==> src/rtl/bus_arbiter.sv <==
// Round-robin owner select for a shared tristate bus, with a forced one-cycle turnaround between owners.
// Optional grant timeout with preempt pulse: define BUS_ARB_TIMEOUT_EN.
module bus_arbiter #(
   parameter int NUM_REQ  = 4,
   parameter int MAX_HOLD = 8
) (
   input  logic                       clk,
   input  logic                       rst_n,
   input  logic [NUM_REQ-1:0]         req,
   output logic [NUM_REQ-1:0]         enable,
   output logic [$clog2(NUM_REQ)-1:0] grant_id,
   output logic                       bus_busy,
   output logic                       preempted
);
   localparam int GW = $clog2(NUM_REQ);

   if (NUM_REQ < 2 || NUM_REQ > 16 || MAX_HOLD < 2 || MAX_HOLD > 255) begin : g_bad_param
      $error("bus_arbiter: NUM_REQ or MAX_HOLD out of range");
   end

   typedef enum logic [1:0] {IDLE, GRANT, TURN} state_t;

   state_t             state_q;
   logic [NUM_REQ-1:0] enable_q;
   logic [GW-1:0]      grant_id_q;
   logic [GW-1:0]      last_q;

   logic [GW-1:0]      win_d;
   logic [NUM_REQ-1:0] win_oh_d;
   logic               found_d;
   logic [GW:0]        idx;

   // Search upward from last_q+1 with wrap, so the previous owner ranks last.
   always_comb begin
      win_d   = '0;
      found_d = 1'b0;
      idx     = '0;
      for (int i = 1; i <= NUM_REQ; i++) begin
         idx = {1'b0, last_q} + (GW+1)'(i);
         if (idx >= (GW+1)'(NUM_REQ)) idx = idx - (GW+1)'(NUM_REQ);
         if (!found_d && req[idx[GW-1:0]]) begin
            found_d = 1'b1;
            win_d   = idx[GW-1:0];
         end
      end
      win_oh_d        = '0;
      win_oh_d[win_d] = 1'b1;
   end

`ifdef BUS_ARB_TIMEOUT_EN
   localparam int HW = $clog2(MAX_HOLD + 1);
   logic [HW-1:0] hold_q;
   logic          preempted_q;
`endif

   always_ff @(posedge clk or negedge rst_n) begin
      if (!rst_n) begin
         state_q    <= IDLE;
         enable_q   <= '0;
         grant_id_q <= '0;
         last_q     <= GW'(NUM_REQ - 1);
`ifdef BUS_ARB_TIMEOUT_EN
         hold_q      <= '0;
         preempted_q <= 1'b0;
`endif
      end else begin
`ifdef BUS_ARB_TIMEOUT_EN
         preempted_q <= 1'b0;
`endif
         case (state_q)
            IDLE, TURN: begin
               if (found_d) begin
                  state_q    <= GRANT;
                  enable_q   <= win_oh_d;
                  grant_id_q <= win_d;
                  last_q     <= win_d;
`ifdef BUS_ARB_TIMEOUT_EN
                  hold_q     <= '0;
`endif
               end else begin
                  state_q  <= IDLE;
                  enable_q <= '0;
               end
            end
            GRANT: begin
               if (!req[grant_id_q]) begin
                  state_q  <= TURN;
                  enable_q <= '0;
               end
`ifdef BUS_ARB_TIMEOUT_EN
               else if (hold_q == HW'(MAX_HOLD - 1)) begin
                  state_q     <= TURN;
                  enable_q    <= '0;
                  preempted_q <= 1'b1;
               end else if (hold_q != {HW{1'b1}}) begin
                  hold_q <= hold_q + HW'(1);
               end
`endif
            end
            default: begin
               state_q  <= IDLE;
               enable_q <= '0;
            end
         endcase
      end
   end

   assign enable   = enable_q;
   assign grant_id = grant_id_q;
   assign bus_busy = |enable_q;
`ifdef BUS_ARB_TIMEOUT_EN
   assign preempted = preempted_q;
`else
   assign preempted = 1'b0;
`endif

endmodule

==> config.mk <==
export PLATFORM = sky130hd
export DESIGN_NAME = bus_arbiter
export DESIGN_NICKNAME = d
export VERILOG_FILES = /design/src/rtl/bus_arbiter.sv
export SDC_FILE = /design/constraint.sdc
export NUM_CORES = 1
export LEC_CHECK = 0
export CAP_MARGIN = 20
export CORE_AREA = 2 2 39 41
export CTS_CLUSTER_SIZE = 12
export DETAILED_ROUTE_END_ITERATION = 8
export DIE_AREA = 0 0 41 43
export PLACE_DENSITY = 0.74
export SKIP_LAST_GASP = 1
export SLEW_MARGIN = 10
export SYNTH_ARGS = -nofsm -noshare
export SYNTH_HDL_FRONTEND = slang
export SYNTH_SLANG_ARGS = --single-unit
==> constraint.sdc <==
create_clock -name clk -period 1.95 [get_ports clk]
set_clock_uncertainty 0.05 [all_clocks]
set_input_delay 0.39 -clock clk [delete_from_list [all_inputs] [get_ports clk]]
set_output_delay 0.39 -clock clk [all_outputs]
set_load 0.01 [all_outputs]
==> impl_metrics.json, run 1 <==
{
  "vias_per_cell": 5.221,
  "yosys_warnings": 0,
  "hpwlAfterDp_um": 751.7,
  "clk_pin_slew_ns": 0.07,
  "layout_min_cycle_time_ns": 1.858,
  "antenna_left": 0,
  "synth_ff_type": "dfrtp_1",
  "yosysTopAreaCell": "dfrtp_1",
  "holdCritPathClass": "in -> async",
  "grt-ovfl-total": 0,
  "drt_first_pass_iters": 4,
  "antenna_found_initial": 0,
  "drt-total-wl_um": 957,
  "netlist_top_cells_area": "dfrtp_1 40%, dfstp_2 10%, mux4_2 4.4%",
  "grt_pass1_wl_um": 1669,
  "finalNetCount": 68,
  "cap_violations": 0,
  "synth.avg_cell_area_um2": 11.26,
  "multiInputGateArea_um2": 242.7,
  "ys_types": 30,
  "ys_seq_area_frac": 0.4988,
  "cts_sinks": 10,
  "core_area_um2": 1384,
  "ys_ff_latch": 10,
  "first_iter_violations": 5,
  "grt_busiest_layer": "met2",
  "final_util": 0.4937,
  "critPathKind": "reg -> out",
  "htreeDepth": 1,
  "synth-async-reset-ratio": 1.000,
  "outcome": "finished clean",
  "hold_slack_ns": 0.3676,
  "drv_slew": 0,
  "grt_setup_unrepaired": "no",
  "clk_latency_ns": 0.27,
  "synth-edff-count": 0,
  "critPathLaunchType": "register",
  "ios": 14,
  "diodes": 0,
  "die_x_um": 41,
  "total_power_mw": 1.143,
  "areaGrowthSynthToFinish_pct": 34.81,
  "avgRoutedWirePerCell_um": 12.43,
  "setup_tns_ns": 0,
  "fin_crit_sh": 0.9529,
  "std_cell_rows": 14,
  "end_kind": "output pin",
  "cts_buffers": 3,
  "num_vias": 402,
  "grt_use_met1": 0.1800,
  "synth_cells": 45,
  "grt_pass1_vias": 395,
  "drive_gt1_frac": 0.2131,
  "regArea_um2": 252.7,
  "leakage_nw": 0.2827,
  "synth_top_area_share": 0.3951,
  "irDropWorstVdd_mv": 0.9381,
  "setup_viol": 0,
  "root_buffer": "clkbuf_4",
  "portBuffers": 12,
  "worst_ep_required_time_ns": 1.51,
  "die_area_um2": 1763,
  "grt_use_met2": 0.2063,
  "fillers": 138,
  "globalRouteTotalUtil": 0.1431,
  "floorplan.initialDensity": 0.3662,
  "hold_buffers": 0,
  "synthTopCellsByCount": "8 x dfrtp_1, 4 x o21ai_1, 3 x nand2_1",
  "cts_tree": "built",
  "grt_max_degree": 11,
  "drc": 0,
  "synth_most_common_cell": "dfrtp_1",
  "netlist_area_um2": 506.7,
  "clock_path_buffers": 2,
  "gp_congestion": 0.9046,
  "met3_usage": 0.09424,
  "hold_viol": 0,
  "fp.dieH_um": 43,
  "arrival_ns": 1.42,
  "syn_nets": 51,
  "fin_cells": 77,
  "cp_max_fo": 3,
  "power_density_nw_per_um2": 1673,
  "dpl.cell_count": 73,
  "fmax_mhz": 538.2
}
-- stage by stage --
stage | setup slack (ns) | cell area (µm²)
after detailed placement | -0.01279 | 646.9
after global placement | 0.02325 | 646.9
final | 0.09186 | 683.2
after CTS | 0.03317 | 681.9
after floorplan | 0.4576 | 506.7
after global routing | 0.01308 | 683.2
-- final timing paths --
| path | cells past startpoint | start | slack (ns) | end |
|---|---|---|---|---|
| max | 2 | enable[1]$_DFFE_PN0P_ | 0.09 | bus_busy |
| min | 1 | rst_n | 0.37 | state_q[0]$_DFFE_PN0P_ |
| max reg2reg | 3 | grant_id[0]$_DFFE_PN0P_ | 0.45 | enable[1]$_DFFE_PN0P_ |
| min reg2reg | 1 | state_q[1]$_DFFE_PN0P_ | 0.39 | state_q[1]$_DFFE_PN0P_ |
| max in group asynchronous | 1 | rst_n | 1.15 | last_q[0]$_DFFE_PN1P_ |
| min in group clk | 1 | state_q[1]$_DFFE_PN0P_ | 0.39 | state_q[1]$_DFFE_PN0P_ |
-- cell usage in the layout (no fill, tap or decap), drive strengths merged, types with 2 or more instances in the layout --
| cell type | netlist | layout |
|---|---|---|
| a32o | 2 | 2 |
| clkbuf | 0 | 4 |
| clkdlybuf4s50 | 0 | 11 |
| dfrtp | 8 | 8 |
| dfstp | 2 | 2 |
| mux2 | 2 | 2 |
| nand2 | 3 | 3 |
| nor2 | 2 | 2 |
| o21a | 2 | 2 |
| o21ai | 5 | 5 |
| or2 | 2 | 2 |
-- metal layers --
layer	vias up	wire [µm]
li1	199	-
met1	191	442
met2	12	441
met3	0	73
met4	0	0
met5	-	0
-- flip-flops by register name (all words and copies together), names as in the netlist --
signal and count:
enable 4, grant_id 2, last_q 2, state_q 2
-- layout make-up --
cell class | count | share of cell area
clock buffers | 4 | 0.05311
inverters | 1 | 0.005495
multi-input cells | 33 | 0.3553
flip-flops and latches | 10 | 0.3700
well taps | 16 | 0.02930
repair buffers | 13 | 0.1868
-- cells by family after synthesis --
family / after synthesis / synth area share
AOI/OAI and AO/OA: 12 / 0.1703
other: 1 / 0.007400
and+or+nand+nor: 16 / 0.1926
muxes: 4 / 0.1086
buffers and inverters: 2 / 0.02222
DFF: 10 / 0.4988
-- critical path, cell delays in order (launching register included) --
cell and delay, ns:
dfrtp_1 0.40, or4_1 0.51, clkdlybuf4s15_1 0.24
-- power breakdown --
part	total [mW]	switching [mW]	leakage, nW	internal (mW)
clock	0.184	0.0711	0.0210	0.113
combinational	0.536	0.219	0.139	0.317
sequential	0.422	0.0967	0.122	0.326
-- timing repair --
action / CTS / global route
gates resized for setup: 1 / 1
setup endpoints to repair: 1 / 1
pin swaps: 0 / 0
buffers inserted: 0 / 0
No activity file was read; power rests on OpenSTA's default activity.
==> run 2, diff against run 1 <==
--- a/config.mk
+++ b/config.mk
@@ -12,7 +12,6 @@
 export DIE_AREA = 0 0 41 43
 export PLACE_DENSITY = 0.74
 export SKIP_LAST_GASP = 1
-export SLEW_MARGIN = 10
 export SYNTH_ARGS = -nofsm -noshare
 export SYNTH_HDL_FRONTEND = slang
 export SYNTH_SLANG_ARGS = --single-unit
==> results of run 2 <==
The final DEF is identical to that of run 1; final timing and power are the same.
==> run 3, diff against run 2 <==
--- a/config.mk
+++ b/config.mk
@@ -10,7 +10,7 @@
 export CTS_CLUSTER_SIZE = 12
 export DETAILED_ROUTE_END_ITERATION = 8
 export DIE_AREA = 0 0 41 43
-export PLACE_DENSITY = 0.74
+export PLACE_DENSITY = 0.63
 export SKIP_LAST_GASP = 1
 export SYNTH_ARGS = -nofsm -noshare
 export SYNTH_HDL_FRONTEND = slang
==> impl_metrics.json, run 3 (synthesis gave the netlist of run 1 again) <==
{
  "grt_max_degree": 11,
  "hpwlAfterDp_um": 752.6,
  "slowest_stage": "or4_1",
  "drv_slew": 0,
  "num_vias": 403,
  "fmax_mhz": 529.9,
  "antenna_found_initial": 0,
  "drc": 0,
  "final_common_cell": "clkdlybuf4s50_1",
  "vias_per_cell": 5.303,
  "drt_first_pass_iters": 4,
  "clk_latency_ns": 0.26,
  "diodes": 0,
  "drive_gt1_frac": 0.2000,
  "power_density_nw_per_um2": 1625,
  "hold_viol": 0,
  "htreeDepth": 1,
  "largest_reg_flops": 4,
  "path_cells": "or4_1, dlygate4sd2_1",
  "hold_buffers": 0,
  "antenna_left": 0,
  "floorplan.initialDensity": 0.3662,
  "cts_buffers": 3,
  "std_cell_rows": 14,
  "outcome": "finished clean",
  "arrival_ns": 1.45,
  "holdCritPathClass": "in -> async",
  "fin_cells": 76,
  "clock_path_buffers": 2,
  "die_x_um": 41,
  "ios": 14,
  "die_area_um2": 1763,
  "grt_pass1_wl_um": 1552,
  "grt_setup_unrepaired": "no",
  "drt-total-wl_um": 915,
  "gp_congestion": 0.7463,
  "cts_tree": "built",
  "globalRouteTotalUtil": 0.1348,
  "clk_pin_slew_ns": 0.06,
  "leakage_nw": 0.2767,
  "fp.dieH_um": 43,
  "areaGrowthSynthToFinish_pct": 31.85,
  "worst_path_largest_cell_delay_ns": 0.51,
  "portBuffers": 12,
  "core_area_um2": 1384,
  "irDropWorstVdd_mv": 0.7300,
  "grt_pass1_vias": 363,
  "cap_violations": 0,
  "first_iter_violations": 11,
  "cts_sinks": 10,
  "dpl.cell_count": 73,
  "layout_min_cycle_time_ns": 1.887,
  "critPathKind": "reg -> out",
  "cp_max_fo": 3,
  "root_buffer": "clkbuf_4",
  "final_cell_mix": "11 x clkdlybuf4s50_1, 8 x dfrtp_1, 4 x o21ai_1",
  "avgRoutedWirePerCell_um": 12.04,
  "grt-ovfl-total": 0,
  "critPathLaunchType": "register",
  "finalNetCount": 68,
  "fin_crit_sh": 0.9678,
  "setup_viol": 0,
  "setup_tns_ns": 0,
  "end_kind": "output pin",
  "worst_ep_required_time_ns": 1.51
}
## run 3: cell count changes in the layout (fill, tap and decap cells not counted), sizes merged
cell / before / now
dlygate4sd2: 0 / 1
clkdlybuf4s15: 1 / 0
clkbuf: 4 / 3
## run 3: report_power, final
group	total, mW	leakage (nW)	switching, mW	internal [mW]
clock network	0.133	0.0138	0.0620	0.0708
logic	0.531	0.141	0.219	0.311
registers	0.422	0.122	0.0959	0.326
## run 3: layout make-up
type                            count  area, µm²
Fill cell                         135      715.7
Sequential cell                    10      252.7
Multi-Input combinational cell     33      242.7
Timing Repair Buffer               13      126.4
Clock buffer                        3      22.52
Tap cell                           16      20.02
Inverter                            1      3.754
## run 3: routing by layer
metal	GRT usage	wire length, µm
met5	0	0
met4	0.06000	16
met3	0.06283	62
met2	0.1813	423
met1	0.1803	413
## run 3: stage by stage
step	area (µm²)	utilization	worst slack (ns)	hold WS [ns]	power [mW]
final	668.1	0.4828	0.06285	0.3765	1.085
after global routing	668.1	0.4828	0.009438	0.4027	1.169
after CTS	668.1	0.4828	0.04600	0.3790	1.098
after detailed placement	646.9	0.4675	0.005325	0.3714	0.9804
after global placement	646.9	0.4675	0.01669	0.3736	0.9798
after floorplan	506.7	-	0.4576	0.04441	0.7320
## run 3: worst max-delay path: cells and delay by family, from the launching register on
kind / cells / cell delay (ns)
flip-flops: 1 / 0.39
AND/OR/NAND/NOR: 1 / 0.51
buffers and inverters: 1 / 0.29
## run 3: worst paths after layout
kind | start | end | slack [ns] | depth (start not counted)
max | enable[1]$_DFFE_PN0P_ | bus_busy | 0.06 | 2
min | rst_n | enable[0]$_DFFE_PN0P_ | 0.38 | 1
max reg2reg | last_q[0]$_DFFE_PN1P_ | enable[1]$_DFFE_PN0P_ | 0.46 | 4
min reg2reg | state_q[1]$_DFFE_PN0P_ | state_q[1]$_DFFE_PN0P_ | 0.38 | 1
max in group asynchronous | rst_n | last_q[0]$_DFFE_PN1P_ | 1.14 | 1
min in group clk | state_q[1]$_DFFE_PN0P_ | state_q[1]$_DFFE_PN0P_ | 0.38 | 1
## run 3: timing repair
item	CTS	global route
setup endpoints to repair	1	0
resized for setup	1	0
buffers inserted	0	0
hold endpoints to repair	0	0
